$ cat config.mk
export PLATFORM = sky130hd
export DESIGN_NAME = grf_writeback_flat
export DESIGN_NICKNAME = d
export VERILOG_FILES = /design/src/rtl/mips_defs.sv /design/src/rtl/grf_writeback_if.sv /design/src/rtl/load_extender.sv /design/src/rtl/grf_writeback.sv /design/src/flat_wrapper.sv
export SDC_FILE = /design/constraint.sdc
export NUM_CORES = 1
export LEC_CHECK = 0
export ABC_AREA = 1
export BUFFER_PORTS_ARGS = -buffer_cell sky130_fd_sc_hd__buf_2
export CORE_AREA = 2 2 122 124
export CTS_CLUSTER_SIZE = 40
export DETAILED_ROUTE_END_ITERATION = 16
export DIE_AREA = 0 0 124 126
export PLACE_DENSITY = 0.83
export SKIP_CTS_REPAIR_TIMING = 1
export SLEW_MARGIN = 20
export SYNTH_ARGS = -nofsm -noshare
export SYNTH_HDL_FRONTEND = slang
export SYNTH_HIERARCHICAL = 1
export SYNTH_SLANG_ARGS = --single-unit
$ cat constraint.sdc
create_clock -name clk -period 2.4 [get_ports clk]
set_clock_uncertainty 0.2 [all_clocks]
set_input_delay 0.24 -clock clk [delete_from_list [all_inputs] [get_ports clk]]
set_output_delay 0.24 -clock clk [all_outputs]
set_load 0.02 [all_outputs]
$ cat src/rtl/mips_defs.sv
// Shared writeback-path constants: writeback source select, load types and reset PC.
package mips_defs;

    typedef enum logic [1:0] {
        WB_ALU  = 2'd0,
        WB_MEM  = 2'd1,
        WB_PC8  = 2'd2,
        WB_RSVD = 2'd3
    } wbSel_e;

    typedef enum logic [2:0] {
        LD_LW  = 3'd0,
        LD_LB  = 3'd1,
        LD_LBU = 3'd2,
        LD_LH  = 3'd3,
        LD_LHU = 3'd4
    } loadType_e;

    localparam logic [31:0] RESET_PC_INIT = 32'h0000_3000;

    // Contents of the MEM/WB stage register.
    typedef struct packed {
        logic        writeEnable;
        logic [4:0]  writeReg;
        logic [31:0] writeData;
        logic [31:0] pc;
        logic        misalign;
    } wbStage_t;

    function automatic wbStage_t bubbleStage(input logic [31:0] resetPc);
        wbStage_t s;
        s.writeEnable = 1'b0;
        s.writeReg    = 5'd0;
        s.writeData   = 32'd0;
        s.pc          = resetPc;
        s.misalign    = 1'b0;
        return s;
    endfunction

endpackage

$ cat src/rtl/grf_writeback_if.sv
// MEM-stage inputs, stage controls and grf/forwarding outputs of the writeback stage.
interface grf_writeback_if #(
    parameter int unsigned CNT_W = 32
);
    logic             inValid;
    logic [31:0]      inPC;
    logic             inRegWrite;
    logic [4:0]       inWriteReg;
    logic [1:0]       inWbSel;
    logic [31:0]      inAluResult;
    logic [31:0]      inMemData;
    logic [2:0]       inLoadType;
    logic [1:0]       inAddrLow;
    logic             hold;
    logic             flush;
    logic             writeEnable;
    logic [4:0]       writeReg;
    logic [31:0]      writeData;
    logic [31:0]      PCReg;
    logic             fwdValid;
    logic [4:0]       fwdReg;
    logic [31:0]      fwdData;
    logic             misalign;
    logic [CNT_W-1:0] retired;

    modport master (
        output inValid, inPC, inRegWrite, inWriteReg, inWbSel, inAluResult,
               inMemData, inLoadType, inAddrLow, hold, flush,
        input  writeEnable, writeReg, writeData, PCReg, fwdValid, fwdReg,
               fwdData, misalign, retired
    );

    modport slave (
        input  inValid, inPC, inRegWrite, inWriteReg, inWbSel, inAluResult,
               inMemData, inLoadType, inAddrLow, hold, flush,
        output writeEnable, writeReg, writeData, PCReg, fwdValid, fwdReg,
               fwdData, misalign, retired
    );
endinterface

$ cat src/rtl/load_extender.sv
// Little-endian byte/half extraction with sign or zero extension, plus the
// alignment check for the access size.
module load_extender
    import mips_defs::*;
(
    input  logic [31:0] inMemData,
    input  logic [2:0]  inLoadType,
    input  logic [1:0]  inAddrLow,
    output logic [31:0] extData,
    output logic        misalign
);
    logic [7:0]  byteVal;
    logic [15:0] halfVal;

    always_comb begin
        byteVal  = 8'(inMemData >> {inAddrLow, 3'b000});
        halfVal  = 16'(inMemData >> {inAddrLow[1], 4'b0000});
        extData  = inMemData;
        misalign = 1'b0;
        case (inLoadType)
            LD_LB:  extData = {{24{byteVal[7]}}, byteVal};
            LD_LBU: extData = {24'd0, byteVal};
            LD_LH: begin
                extData  = {{16{halfVal[15]}}, halfVal};
                misalign = inAddrLow[0];
            end
            LD_LHU: begin
                extData  = {16'd0, halfVal};
                misalign = inAddrLow[0];
            end
            // lw and every unassigned encoding behave as a full-word load
            default: misalign = (inAddrLow != 2'd0);
        endcase
    end

endmodule

$ cat src/rtl/grf_writeback.sv
// Writeback stage: MEM/WB register feeding the grf write port, the bypass
// network and a retired-instruction counter.
module grf_writeback
    import mips_defs::*;
#(
    parameter logic [31:0] RESET_PC = RESET_PC_INIT,
    parameter int unsigned CNT_W    = 32
) (
    input logic            clk,
    input logic            reset,
    grf_writeback_if.slave bus
);
    localparam wbStage_t Bubble = bubbleStage(RESET_PC);

    wbStage_t         stageQ, stageD;
    logic [CNT_W-1:0] retiredQ, retiredD;
    logic [31:0]      extData;
    logic [31:0]      selData;
    logic             ldMisalign;
    logic             memMisalign;

    load_extender uLoadExtender (
        .inMemData  (bus.inMemData),
        .inLoadType (bus.inLoadType),
        .inAddrLow  (bus.inAddrLow),
        .extData    (extData),
        .misalign   (ldMisalign)
    );

    always_comb begin
        case (bus.inWbSel)
            WB_MEM:  selData = extData;
            WB_PC8:  selData = bus.inPC + 32'd8;
            default: selData = bus.inAluResult;
        endcase
        memMisalign = (bus.inWbSel == WB_MEM) && ldMisalign;
    end

    always_comb begin
        stageD          = stageQ;
        // Cleared on every non-capture edge so a misalign flag pulses only once.
        stageD.misalign = 1'b0;
        retiredD        = retiredQ;
        if (bus.flush || (!bus.hold && !bus.inValid)) begin
            stageD = Bubble;
        end else if (!bus.hold) begin
            retiredD        = retiredQ + CNT_W'(1);
            stageD.writeReg = bus.inWriteReg;
            stageD.pc       = bus.inPC;
            stageD.misalign = memMisalign;
            if (memMisalign) begin
                stageD.writeEnable = 1'b0;
                stageD.writeData   = 32'd0;
            end else begin
                stageD.writeEnable = bus.inRegWrite && (bus.inWriteReg != 5'd0);
                stageD.writeData   = selData;
            end
        end
    end

    always_ff @(posedge clk) begin
        if (reset) begin
            stageQ   <= Bubble;
            retiredQ <= '0;
        end else begin
            stageQ   <= stageD;
            retiredQ <= retiredD;
        end
    end

    assign bus.writeEnable = stageQ.writeEnable;
    assign bus.writeReg    = stageQ.writeReg;
    assign bus.writeData   = stageQ.writeData;
    assign bus.PCReg       = stageQ.pc;
    assign bus.misalign    = stageQ.misalign;
    assign bus.fwdValid    = stageQ.writeEnable && (stageQ.writeReg != 5'd0);
    assign bus.fwdReg      = stageQ.writeReg;
    assign bus.fwdData     = stageQ.writeData;
    assign bus.retired     = retiredQ;

endmodule

$ cat src/flat_wrapper.sv
// flat-port wrapper written by rule: the top's interface ports become plain ports
module grf_writeback_flat import mips_defs::*;
#(
    parameter logic [31:0] RESET_PC = RESET_PC_INIT,
    parameter int unsigned CNT_W    = 32
)
  (clk, reset, bus_inValid, bus_inPC, bus_inRegWrite, bus_inWriteReg, bus_inWbSel, bus_inAluResult, bus_inMemData, bus_inLoadType, bus_inAddrLow, bus_hold, bus_flush, bus_writeEnable, bus_writeReg, bus_writeData, bus_PCReg, bus_fwdValid, bus_fwdReg, bus_fwdData, bus_misalign, bus_retired);
  grf_writeback_if #(.CNT_W(CNT_W)) bus_i ();
  input logic clk;
  input logic reset;
  input wire logic [$bits(bus_i.inValid)-1:0] bus_inValid;
  input wire logic [$bits(bus_i.inPC)-1:0] bus_inPC;
  input wire logic [$bits(bus_i.inRegWrite)-1:0] bus_inRegWrite;
  input wire logic [$bits(bus_i.inWriteReg)-1:0] bus_inWriteReg;
  input wire logic [$bits(bus_i.inWbSel)-1:0] bus_inWbSel;
  input wire logic [$bits(bus_i.inAluResult)-1:0] bus_inAluResult;
  input wire logic [$bits(bus_i.inMemData)-1:0] bus_inMemData;
  input wire logic [$bits(bus_i.inLoadType)-1:0] bus_inLoadType;
  input wire logic [$bits(bus_i.inAddrLow)-1:0] bus_inAddrLow;
  input wire logic [$bits(bus_i.hold)-1:0] bus_hold;
  input wire logic [$bits(bus_i.flush)-1:0] bus_flush;
  output wire logic [$bits(bus_i.writeEnable)-1:0] bus_writeEnable;
  output wire logic [$bits(bus_i.writeReg)-1:0] bus_writeReg;
  output wire logic [$bits(bus_i.writeData)-1:0] bus_writeData;
  output wire logic [$bits(bus_i.PCReg)-1:0] bus_PCReg;
  output wire logic [$bits(bus_i.fwdValid)-1:0] bus_fwdValid;
  output wire logic [$bits(bus_i.fwdReg)-1:0] bus_fwdReg;
  output wire logic [$bits(bus_i.fwdData)-1:0] bus_fwdData;
  output wire logic [$bits(bus_i.misalign)-1:0] bus_misalign;
  output wire logic [$bits(bus_i.retired)-1:0] bus_retired;
  assign bus_i.inValid = bus_inValid;
  assign bus_i.inPC = bus_inPC;
  assign bus_i.inRegWrite = bus_inRegWrite;
  assign bus_i.inWriteReg = bus_inWriteReg;
  assign bus_i.inWbSel = bus_inWbSel;
  assign bus_i.inAluResult = bus_inAluResult;
  assign bus_i.inMemData = bus_inMemData;
  assign bus_i.inLoadType = bus_inLoadType;
  assign bus_i.inAddrLow = bus_inAddrLow;
  assign bus_i.hold = bus_hold;
  assign bus_i.flush = bus_flush;
  assign bus_writeEnable = bus_i.writeEnable;
  assign bus_writeReg = bus_i.writeReg;
  assign bus_writeData = bus_i.writeData;
  assign bus_PCReg = bus_i.PCReg;
  assign bus_fwdValid = bus_i.fwdValid;
  assign bus_fwdReg = bus_i.fwdReg;
  assign bus_fwdData = bus_i.fwdData;
  assign bus_misalign = bus_i.misalign;
  assign bus_retired = bus_i.retired;
  grf_writeback #(.RESET_PC(RESET_PC), .CNT_W(CNT_W)) u_core (.clk(clk), .reset(reset), .bus(bus_i));
endmodule
==> out/summary.txt, run 1 <==
====================================================================================================
Relative max-transition margin ........................................................        31.6%
Starting utilization of the core area .................................................        49.7%
Cell-internal power ...................................................................      2990 uW
Dpl hpwl ..............................................................................     19500 um
Worst slew pin tran ...................................................................      1.03 ns
Worst hold path class .................................................................    in -> reg
Worst-case register-to-register setup slack ...........................................      0.57 ns
Proportion of power drawn by combinational gates ......................................        21.0%
Root Buffer ........................................................................... sky130_fd_sc_hd__clkbuf_16
Layout-stage area growth over the synthesis result ....................................        21.1%
Routed via count divided by cell count ................................................         5.30
Total vias in the final route .........................................................         8428
Hold violation total from the final report ............................................            5
Sink count of the clock tree ..........................................................          103
Buffer depth of the longest clock path ................................................            2
Power share of the clock group ........................................................        38.6%
Critical Path RT ......................................................................      2.50 ns
Setup repair after global routing missed its margin ...................................        false
Width of the chip .....................................................................       124 um
Number of iterations in the first detailed-routing pass ...............................            5
Number of buffers and inverters on the critical path ..................................            2
Fraction of the yosys area taken by sequential cells ..................................        29.0%
Wire length reported by the detailed router ...........................................     25400 um
EDFF count, synth .....................................................................            0
Syn nets ..............................................................................         1322
Power spent charging and discharging nets .............................................      1390 uW
Max-slew violation total from the final report ........................................            0
Switching share of total power ........................................................        31.7%
Pwr Density ...........................................................................  509 mW/mm^2
Number of antenna violations at the first check in global routing .....................            1
Proportion of layout cells with a drive suffix above 1 ................................        22.7%
Critical path startpoint category .....................................................    input pin
Post-synthesis average cell area ......................................................   5.90 sq um
Antenna-violating nets left ...........................................................            0
Critical Path Sink Type ...............................................................     register
Per-cell routed wire length ...........................................................      16.0 um
Violations in the final reports .......................................................  hold timing
Cell occurring most often along the worst timing path ................................. sky130_fd_sc_hd__nand2_1
Overall global routing resource usage .................................................        31.7%
Max FO, Critical Path .................................................................            5
Primary FF master, synth .............................................................. sky130_fd_sc_hd__dfxtp_1
Number of unique standard cell types used by synthesis ................................           41
Maximum frequency from static timing analysis .........................................      457 MHz
Number of global-route vias before repair .............................................         7416
First-pass GRT wire length ............................................................     38400 um
Clock-pin slew reported for the worst setup and hold paths after clock tree synthesis .      0.08 ns
Kind of cell adding the most delay to the critical path ............................... simple AND/OR/NAND/NOR gates
Total DRC errors in the routed layout .................................................            0
H-Tree Level Count ....................................................................            3
Share of total power in sequential cells ..............................................        40.4%
Cell row count ........................................................................           44
Leakage power figure ..................................................................   0.00437 uW
Total core area ....................................................................... 0.0143 sq mm
Final GP Congestion ...................................................................         1.04
DRC violation total after the first TritonRoute iteration .............................          777
Setup_tns .............................................................................         0 ns
TritonCTS clock tree ..................................................................        built
Status ................................................................................ finished, violations left
Filler-free cell count of the finished design .........................................         1590
FF+latch count, synth .................................................................          103
Post-Syn Instances ....................................................................         1204
Critical-path cell list ............................................................... dlygate4sd3_1, buf_2, ha_1, nand2_2, nor2_4, nand2_1, nor2_1, nand2_1, nand2_1, nand3_1, nand2_1, nand2_1, a21oi_1
Largest stage delay on the critical path ..............................................      0.52 ns
Num CTS Buffers .......................................................................            9
Count of warnings emitted by yosys ....................................................            6
Type of the setup path with the least slack ...........................................    in -> reg
Endpoints failing setup ...............................................................            0
Fill count ............................................................................         1492
FFs w/ async S/R, synth ...............................................................           0%
Die Span Y ............................................................................       126 um
Worst hold margin .....................................................................   -0.0173 ns
Critical-path cell with the highest stage delay ....................................... sky130_fd_sc_hd__dlygate4sd3_1
Instance count after placement with tap cells included ................................         1568
Count of input and output buffers .....................................................          254
Final critical path time including I/O delays and setup ...............................      2.19 ns
Top-Level Pins ........................................................................          255
Largest net degree at the start of global routing .....................................          102
VDD IR max ............................................................................       468 uV
Critical path arrival .................................................................      2.28 ns
GRT overflow ..........................................................................            0
Max-capacitance violation count .......................................................            0
Nets@finish ...........................................................................         1518
Clock insertion delay at the later pin of the skew report .............................      0.36 ns
Part of the cycle the worst path needs ................................................        91.1%
Power consumption .....................................................................      4380 uW
Area of the mapped netlist ............................................................ 0.00711 sq mm
DIE AREA .............................................................................. 0.0156 sq mm
====================================================================================================
-- power groups by stage --
stage	clock network [uW]	logic (uW)	registers, uW
2_1_floorplan	0	543	1850
3_3_place_gp	0	897	1810
3_5_place_dp	0	898	1810
4_1_cts	1710	901	1770
5_1_grt	1780	1010	1770
6_report	1690	921	1770
-- metal layers --
metal	global-route usage [%]	vias up	share of wire [%]
met5	0	-	0
met4	12.0	0	3.1
met3	5.07	46	7.6
met2	50.2	410	45
met1	43.1	3800	44
li1	-	4172	-
-- cells in the mapped netlist (2+ instances only) --
| master | number | area share, % |
|---|---|---|
| sky130_fd_sc_hd__nand3_1 | 105 | 7.4 |
| sky130_fd_sc_hd__buf_2 | 13 | 0.92 |
| sky130_fd_sc_hd__o211ai_1 | 5 | 0.53 |
| sky130_fd_sc_hd__a31o_2 | 2 | 0.25 |
| sky130_fd_sc_hd__inv_2 | 2 | 0.11 |
| sky130_fd_sc_hd__nand3b_1 | 5 | 0.53 |
| sky130_fd_sc_hd__clkbuf_1 | 24 | 1.3 |
| sky130_fd_sc_hd__nor3_2 | 2 | 0.28 |
| sky130_fd_sc_hd__a21o_1 | 7 | 0.74 |
| sky130_fd_sc_hd__nand2_1 | 363 | 19 |
| sky130_fd_sc_hd__nor3_1 | 10 | 0.70 |
| sky130_fd_sc_hd__nor2_4 | 8 | 1.3 |
| sky130_fd_sc_hd__nand2_2 | 4 | 0.35 |
| sky130_fd_sc_hd__nor2_2 | 5 | 0.44 |
| sky130_fd_sc_hd__o21a_1 | 2 | 0.21 |
| sky130_fd_sc_hd__ha_1 | 4 | 0.70 |
| sky130_fd_sc_hd__buf_6 | 3 | 0.48 |
| sky130_fd_sc_hd__nand2_4 | 3 | 0.48 |
| sky130_fd_sc_hd__inv_1 | 115 | 6.1 |
| sky130_fd_sc_hd__nand4_2 | 2 | 0.35 |
| sky130_fd_sc_hd__o21ai_1 | 3 | 0.21 |
| sky130_fd_sc_hd__buf_1 | 9 | 0.48 |
| sky130_fd_sc_hd__nor2_1 | 171 | 9.0 |
| sky130_fd_sc_hd__nand4_1 | 2 | 0.18 |
| sky130_fd_sc_hd__a21oi_1 | 125 | 8.8 |
| sky130_fd_sc_hd__o21ai_0 | 50 | 3.5 |
| sky130_fd_sc_hd__buf_4 | 39 | 4.1 |
| sky130_fd_sc_hd__dfxtp_1 | 103 | 29 |
| sky130_fd_sc_hd__xor2_1 | 6 | 0.74 |
-- flip-flops by register name (all words and copies together), names as in the netlist --
| name | flops |
|---|---|
| u_core/bus.PCReg | 32 |
| u_core/bus.misalign | 1 |
| u_core/bus.retired | 32 |
| u_core/bus.fwdData | 32 |
| u_core/bus.writeEnable | 1 |
| u_core/bus.fwdReg | 5 |
-- logic make-up after synthesis --
group / after synthesis / share of synthesized area (%)
and+or+nand+nor: 686 / 41.3
adders and majority gates: 4 / 0.704
AOI/OAI and AO/OA: 197 / 14.6
xor gates and xnor gates: 6 / 0.739
buffers and inverters: 208 / 13.6
DFF: 103 / 29.0
-- layout by cell type (no fill, tap or decap), drive strengths merged, types with 3 or more instances in the layout --
cell         synthesis  routed
nand2              370     370
buf                 64     269
nor2               185     185
a21oi              125     125
inv                117     120
nand3              107     107
dfxtp              103     103
o21ai               53      53
nor3                12      12
clkbuf              25       9
a21o                 7       7
xor2                 6       6
nand3b               6       6
dlygate4sd3          0       5
o211ai               5       5
ha                   4       4
nand4                4       4
clkinv               2       3
-- worst register-to-register path, cell delays in order (launching register included) --
cell and delay, ns:
sky130_fd_sc_hd__dfxtp_1 0.41, sky130_fd_sc_hd__ha_1 0.19, sky130_fd_sc_hd__inv_1 0.09, sky130_fd_sc_hd__nor2_1 0.11
sky130_fd_sc_hd__inv_1 0.08, sky130_fd_sc_hd__nor3_1 0.26, sky130_fd_sc_hd__xor2_1 0.20, sky130_fd_sc_hd__nand2_1 0.08
sky130_fd_sc_hd__a21oi_1 0.14
-- through the flow --
step                worst slack (ns)  hold WS [ns]  util, %  instance area (sq um)
global placement               0.190         0.254     57.4                   8220
detailed placement             0.257         0.254     57.4                   8220
floorplan                      0.653         0.185        -                   7110
finish                         0.213       -0.0173     60.1                   8610
CTS                            0.334       -0.0715     59.8                   8560
global route                  0.0881      0.000555     60.1                   8610
-- cell type report --
type | instances | area, sq um | share of cell area [%]
Antenna cell | 1 | 2.50 | 0.0291
Clock buffer | 9 | 225 | 2.62
Clock inverter | 7 | 113 | 1.31
Inverter | 119 | 448 | 5.20
Multi-Input combinational cell | 893 | 4080 | 47.4
Sequential cell | 103 | 2060 | 24.0
Tap cell | 184 | 230 | 2.67
Timing Repair Buffer | 274 | 1450 | 16.8
-- final timing paths --
path	endpoint	start	cells past startpoint
setup / recovery	u_core/bus.fwdData[25]$_SDFFE_PP0N_	bus_inPC[4]	13
hold / removal	u_core/bus.PCReg[7]$_SDFFE_PP0N_	bus_inPC[7]	3
setup reg to reg	u_core/bus.retired[16]$_SDFFE_PP0P_	u_core/bus.retired[0]$_SDFFE_PP0P_	8
hold reg to reg	u_core/bus.PCReg[7]$_SDFFE_PP0N_	u_core/bus.PCReg[7]$_SDFFE_PP0N_	2
(Power assumes the default switching activity.)
==> run 2: changes to the inputs <==
--- a/config.mk
+++ b/config.mk
@@ -7,11 +7,13 @@
 export LEC_CHECK = 0
 export ABC_AREA = 1
 export BUFFER_PORTS_ARGS = -buffer_cell sky130_fd_sc_hd__buf_2
-export CORE_AREA = 2 2 122 124
+export CELL_PAD_IN_SITES_DETAIL_PLACEMENT = 0
+export CELL_PAD_IN_SITES_GLOBAL_PLACEMENT = 1
+export CORE_AREA = 2 2 148 150
 export CTS_CLUSTER_SIZE = 40
 export DETAILED_ROUTE_END_ITERATION = 16
-export DIE_AREA = 0 0 124 126
-export PLACE_DENSITY = 0.83
+export DIE_AREA = 0 0 150 152
+export PLACE_DENSITY = 0.84
 export SKIP_CTS_REPAIR_TIMING = 1
 export SLEW_MARGIN = 20
 export SYNTH_ARGS = -nofsm -noshare
==> out/summary.txt, run 2 (synthesis results as in run 1) <==
====================================================================================================
Cell row count ........................................................................           54   +23%
Root Buffer ........................................................................... sky130_fd_sc_hd__clkbuf_16
Sink count of the clock tree ..........................................................          103   unchanged
Wire length reported by the detailed router ...........................................     26400 um   +3.7%
Total vias in the final route .........................................................         8108   -3.8%
GRT overflow ..........................................................................            0   unchanged
Worst hold margin .....................................................................   -0.0268 ns   -0.00956 ns
Starting utilization of the core area .................................................        33.3%   -16 points
Max FO, Critical Path .................................................................            5   unchanged
Overall global routing resource usage .................................................        22.2%   -9.4 points
Critical path startpoint category .....................................................    input pin
VDD IR max ............................................................................       312 uV   -33%
Critical path arrival .................................................................      2.22 ns   -0.06 ns
Leakage power figure ..................................................................   0.00436 uW   -0.32%
Maximum frequency from static timing analysis .........................................      471 MHz   +2.9%
Num CTS Buffers .......................................................................            9   unchanged
Critical Path Sink Type ...............................................................     register
Power spent charging and discharging nets .............................................      1370 uW   -1.5%
Part of the cycle the worst path needs ................................................        88.6%   -2.6 points
Commonest cells after routing, fill and taps aside .................................... 362 x sky130_fd_sc_hd__nand2_1, 253 x sky130_fd_sc_hd__buf_2, 171 x sky130_fd_sc_hd__nor2_1
Setup_tns .............................................................................         0 ns   unchanged
WL met2 ...............................................................................     12200 um   +5.5%
Largest net degree at the start of global routing .....................................          102   unchanged
Die Span Y ............................................................................       152 um   +21%
Proportion of power drawn by combinational gates ......................................        22.0%   +1.0 points
Met3 layer wire length in the routed design ...........................................      2270 um   +18%
Clock-pin slew reported for the worst setup and hold paths after clock tree synthesis .      0.08 ns   about the same
Violations in the final reports .......................................................  hold timing
Width of the chip .....................................................................       150 um   +21%
Sequential Area ....................................................................... 0.00206 sq mm   unchanged
DIE AREA .............................................................................. 0.0228 sq mm   +46%
Setup repair after global routing missed its margin ...................................        false
Status ................................................................................ finished, violations left
Proportion of layout cells with a drive suffix above 1 ................................        22.6%   -0.12 points
H-Tree Level Count ....................................................................            3   unchanged
Routed via count divided by cell count ................................................         4.79   -9.6%
Most common library cell in the layout ignoring fill and taps ......................... sky130_fd_sc_hd__nand2_1
Top-Level Pins ........................................................................          255   unchanged
Hold violation total from the final report ............................................            5   unchanged
Number of global-route vias before repair .............................................         7411   -0.067%
Total DRC errors in the routed layout .................................................            0   unchanged
Nets@finish ...........................................................................         1521   +0.20%
Number of antenna violations at the first check in global routing .....................            3   +2
Critical Path RT ......................................................................      2.49 ns   about the same
Endpoints failing setup ...............................................................            0   unchanged
Instance count after placement with tap cells included ................................         1664   +6.1%
Clock insertion delay at the later pin of the skew report .............................      0.36 ns   about the same
Type of the setup path with the least slack ...........................................    in -> reg
Dpl hpwl ..............................................................................     20000 um   +2.5%
Total core area ....................................................................... 0.0214 sq mm   +49%
Power share of the clock group ........................................................        35.3%   -3.3 points
Fill count ............................................................................         2413   +62%
Max-capacitance violation count .......................................................            0   unchanged
Buffer depth of the longest clock path ................................................            2   unchanged
Routed met1 length ....................................................................     11200 um   +0.38%
First-pass GRT wire length ............................................................     39600 um   +3.1%
Max-slew violation total from the final report ........................................            0   unchanged
Highest metal layer with signal wires .................................................         met4
Number of iterations in the first detailed-routing pass ...............................            6   +1
Layout-stage area growth over the synthesis result ....................................        22.5%
Final critical path time including I/O delays and setup ...............................      2.13 ns   -0.0614 ns
Footprint of the multi-input gates .................................................... 0.00408 sq mm   unchanged
Final GP Congestion ...................................................................        0.904   -13%
Per-cell routed wire length ...........................................................      15.6 um   -2.6%
Share of total power in sequential cells ..............................................        42.7%   +2.3 points
Worst hold path class .................................................................    in -> reg
Worst slew pin tran ...................................................................      1.06 ns   +0.0313 ns
Pwr Density ...........................................................................  476 mW/mm^2   -6.4%
Count of input and output buffers .....................................................          254   unchanged
Relative max-transition margin ........................................................        29.5%   -2.1 points
Switching share of total power ........................................................        33.0%   +1.3 points
Filler-free cell count of the finished design .........................................         1692   +6.4%
Antenna-violating nets left ...........................................................            0   unchanged
TritonCTS clock tree ..................................................................        built
Cell-internal power ...................................................................      2780 uW   -7.2%
DRC violation total after the first TritonRoute iteration .............................          525   -32%
====================================================================================================
run 2: power by group through the flow:
stage / clock [uW] / sequential [uW] / combinational, uW
2_1_floorplan: 0 / 1850 / 543
3_3_place_gp: 0 / 1810 / 893
3_5_place_dp: 0 / 1810 / 896
4_1_cts: 1500 / 1770 / 900
5_1_grt: 1580 / 1770 / 1010
6_report: 1460 / 1770 / 910
run 2: final timing paths:
check	slack, ns	depth (start not counted)	startpoint	endpoint
worst min-delay path	-0.03	3	bus_inAluResult[6]	u_core/bus.fwdData[6]$_SDFFE_PP0N_
worst max register to register	0.52	9	u_core/bus.retired[10]$_SDFFE_PP0P_	u_core/bus.retired[31]$_SDFFE_PP0P_
worst min register to register	0.27	2	u_core/bus.PCReg[0]$_SDFFE_PP0N_	u_core/bus.PCReg[0]$_SDFFE_PP0N_
worst max-delay path	0.27	13	bus_inPC[4]	u_core/bus.fwdData[25]$_SDFFE_PP0N_
run 2: metal layers:
metal  up-vias  global-route usage (%)
met5         -                       0
met4         0                    7.82
met3        33                    5.83
met2       276                    36.6
met1      3615                    27.9
li1       4184                       -
run 2: cell type report:
cell class	instances	share of cell area, %
inverters	119	5.14
clock inverters	6	0.575
repair buffers	277	17.0
diodes	4	0.115
multi-input cells	893	46.8
flip-flops and latches	103	23.7
clock buffers	10	2.63
well taps	280	4.02
run 2: worst max-delay path, stage by stage:
cell                            delay [ns]
sky130_fd_sc_hd__dlygate4sd3_1        0.52
sky130_fd_sc_hd__buf_2                0.13
sky130_fd_sc_hd__ha_1                 0.19
sky130_fd_sc_hd__nand2_2              0.09
sky130_fd_sc_hd__nor2_4               0.17
sky130_fd_sc_hd__nand2_1              0.16
sky130_fd_sc_hd__nor2_1               0.24
sky130_fd_sc_hd__nand2_1              0.07
sky130_fd_sc_hd__nand2_1              0.06
sky130_fd_sc_hd__nand3_1              0.10
sky130_fd_sc_hd__nand2_1              0.09
sky130_fd_sc_hd__nand2_1              0.05
sky130_fd_sc_hd__a21oi_1              0.10
run 2: through the flow:
step | util, % | power (uW) | instance area (sq um) | setup WS (ns) | hold slack [ns]
2_1_floorplan | - | 2390 | 7110 | 0.653 | 0.185
3_3_place_gp | 39.1 | 2700 | 8340 | 0.268 | 0.257
3_5_place_dp | 39.1 | 2710 | 8340 | 0.208 | 0.256
4_1_cts | 40.4 | 4170 | 8620 | 0.377 | -0.0717
5_1_grt | 40.8 | 4370 | 8700 | 0.151 | 0.000838
6_report | 40.8 | 4140 | 8710 | 0.275 | -0.0268
==> run 3: changes to the inputs <==
--- a/config.mk
+++ b/config.mk
@@ -14,6 +14,7 @@
 export DETAILED_ROUTE_END_ITERATION = 16
 export DIE_AREA = 0 0 150 152
 export PLACE_DENSITY = 0.84
+export REMOVE_ABC_BUFFERS = 1
 export SKIP_CTS_REPAIR_TIMING = 1
 export SLEW_MARGIN = 20
 export SYNTH_ARGS = -nofsm -noshare
==> out/summary.txt, run 3 (synthesis results as in run 1) <==
====================================================================================================
Critical Path Sink Type ...............................................................     register
Width of the chip .....................................................................       150 um   unchanged
GR Util met2 ..........................................................................        34.8%   -1.8 points
Worst hold path class .................................................................    in -> reg
Total DRC errors in the routed layout .................................................            0   unchanged
Routing usage on met3 .................................................................        2.61%   -3.2 points
Sink count of the clock tree ..........................................................          103   unchanged
Critical-path cell list ............................................................... dlygate4sd3_1, buf_2, ha_1, nand2_2, nor2_4, nand2_2, nor2_1, nand2_1, nand2_1, nand3_1, nand2_1, nand2_1, a21oi_1
Clock insertion delay at the later pin of the skew report .............................      0.36 ns   about the same
Violations in the final reports .......................................................  hold timing
Final GP Congestion ...................................................................        0.943   +4.2%
Critical path startpoint category .....................................................    input pin
Part of the cycle the worst path needs ................................................        88.5%   about the same
Cell row count ........................................................................           54   unchanged
Max FO, Critical Path .................................................................            6   +1
Proportion of layout cells with a drive suffix above 1 ................................        22.8%   +0.20 points
Number of buffers and inverters on the critical path ..................................            2   unchanged
Setup_tns .............................................................................         0 ns   unchanged
Routed via count divided by cell count ................................................         4.81   +0.33%
Starting utilization of the core area .................................................        33.3%   unchanged
Commonest cells after routing, fill and taps aside .................................... 362 x sky130_fd_sc_hd__nand2_1, 253 x sky130_fd_sc_hd__buf_2, 171 x sky130_fd_sc_hd__nor2_1
Per-cell routed wire length ...........................................................      15.1 um   -3.2%
Leakage power figure ..................................................................   0.00437 uW   +0.16%
DRC violation total after the first TritonRoute iteration .............................          582   +11%
Number of global-route vias before repair .............................................         7096   -4.3%
VDD IR max ............................................................................       285 uV   -8.7%
Buffer depth of the longest clock path ................................................            2   unchanged
Top-Level Pins ........................................................................          255   unchanged
Total vias in the final route .........................................................         8135   +0.33%
Num CTS Buffers .......................................................................            9   unchanged
Largest stage delay on the critical path ..............................................      0.52 ns   about the same
Sequential Area ....................................................................... 0.00206 sq mm   unchanged
Largest net degree at the start of global routing .....................................          102   unchanged
GRT overflow ..........................................................................            0   unchanged
Die Span Y ............................................................................       152 um   unchanged
Worst slew pin tran ...................................................................      1.03 ns   -0.0264 ns
Count of input and output buffers .....................................................          254   unchanged
Number of antenna violations at the first check in global routing .....................            3   unchanged
Dpl hpwl ..............................................................................     19700 um   -1.9%
Worst hold margin .....................................................................  -0.00332 ns   +0.0235 ns
Hold violation total from the final report ............................................            1   -4
Critical path arrival .................................................................      2.22 ns   about the same
Critical Path RT ......................................................................      2.49 ns   about the same
Critical-path cell with the highest stage delay ....................................... sky130_fd_sc_hd__dlygate4sd3_1
Relative max-transition margin ........................................................        31.3%   +1.8 points
Max-slew violation total from the final report ........................................            0   unchanged
Final standard cell utilization of the core ...........................................        40.9%   +0.12 points
DIE AREA .............................................................................. 0.0228 sq mm   unchanged
Max-capacitance violation count .......................................................            0   unchanged
Nets@finish ...........................................................................         1522   +0.066%
Antenna-violating nets left ...........................................................            0   unchanged
Root Buffer ........................................................................... sky130_fd_sc_hd__clkbuf_16
Fill count ............................................................................         2413   unchanged
Wire length reported by the detailed router ...........................................     25500 um   -3.2%
Layout-stage area growth over the synthesis result ....................................        22.9%
Most common library cell in the layout ignoring fill and taps ......................... sky130_fd_sc_hd__nand2_1
TritonCTS clock tree ..................................................................        built
Footprint of the multi-input gates .................................................... 0.00408 sq mm   unchanged
Total core area ....................................................................... 0.0214 sq mm   unchanged
Final critical path time including I/O delays and setup ...............................      2.12 ns   -0.00123 ns
Power consumption .....................................................................      4140 uW   about the same
Maximum frequency from static timing analysis .........................................      471 MHz   about the same
Number of iterations in the first detailed-routing pass ...............................            5   -1
First-pass GRT wire length ............................................................     38800 um   -2.0%
Endpoints failing setup ...............................................................            0   unchanged
Kind of cell adding the most delay to the critical path ............................... simple AND/OR/NAND/NOR gates
Met1 Usage GRT ........................................................................        30.7%   +2.8 points
H-Tree Level Count ....................................................................            3   unchanged
Cell occurring most often along the worst timing path ................................. sky130_fd_sc_hd__nand2_1
Type of the setup path with the least slack ...........................................    in -> reg
Setup repair after global routing missed its margin ...................................        false
Status ................................................................................ finished, violations left
Pwr Density ...........................................................................  474 mW/mm^2   -0.36%
Clock-pin slew reported for the worst setup and hold paths after clock tree synthesis .      0.08 ns   about the same
Overall global routing resource usage .................................................        21.7%   -0.51 points
GR peak layer .........................................................................         met2
====================================================================================================
[run 3: cell count changes in the layout (fill, tap and decap cells not counted), sizes merged]
cell / change
buf: +2
clkinvlp: +2
inv: -2
diode: -1
dlygate4sd3: -1
[run 3: worst paths after layout]
check	slack (ns)	from	to	cells after the start
setup reg to reg	0.57	u_core/bus.retired[0]$_SDFFE_PP0P_	u_core/bus.retired[14]$_SDFFE_PP0P_	8
hold / removal	-0.003	bus_inAluResult[10]	u_core/bus.fwdData[10]$_SDFFE_PP0N_	3
hold reg to reg	0.27	u_core/bus.PCReg[4]$_SDFFE_PP0N_	u_core/bus.PCReg[4]$_SDFFE_PP0N_	2
setup / recovery	0.28	bus_inPC[4]	u_core/bus.fwdData[29]$_SDFFE_PP0N_	13
[run 3: stage by stage]
| stage | area, sq um | std cells | setup slack, ns |
|---|---|---|---|
| final | 8730 | 1692 | 0.276 |
| after global routing | 8730 | 1691 | 0.129 |
| after CTS | 8660 | 1682 | 0.389 |
| after detailed placement | 8370 | 1666 | 0.179 |
| after global placement | 8370 | 1666 | 0.265 |
| after floorplan | 6590 | 1115 | 0.0313 |
[run 3: final cells by class]
type / instances / share of cell area, %
Clock inverter: 6 / 0.587
Multi-Input combinational cell: 893 / 46.7
Sequential cell: 103 / 23.6
Clock buffer: 10 / 2.74
Timing Repair Buffer: 278 / 17.1
Tap cell: 280 / 4.01
Inverter: 119 / 5.13
Antenna cell: 3 / 0.0860
[run 3: tightest hold or removal path, cell delays in order]
cell and delay (ns):
sky130_fd_sc_hd__buf_2 0.08, sky130_fd_sc_hd__o211ai_1 0.07, sky130_fd_sc_hd__a21oi_1 0.11
[run 3: where the power goes]
group | internal [uW] | total (uW) | switching (uW)
clock | 746 | 1460 | 714
sequential | 1740 | 1770 | 27.5
combinational | 315 | 911 | 596
total | 2800 | 4140 | 1340
[run 3: metal layers]
| metal | part of all wire (%) | wire [um] |
|---|---|---|
| met5 | 0.063 | 16 |
| met4 | 1.3 | 333 |
| met3 | 7.0 | 1780 |
| met2 | 46 | 11700 |
| met1 | 46 | 11700 |
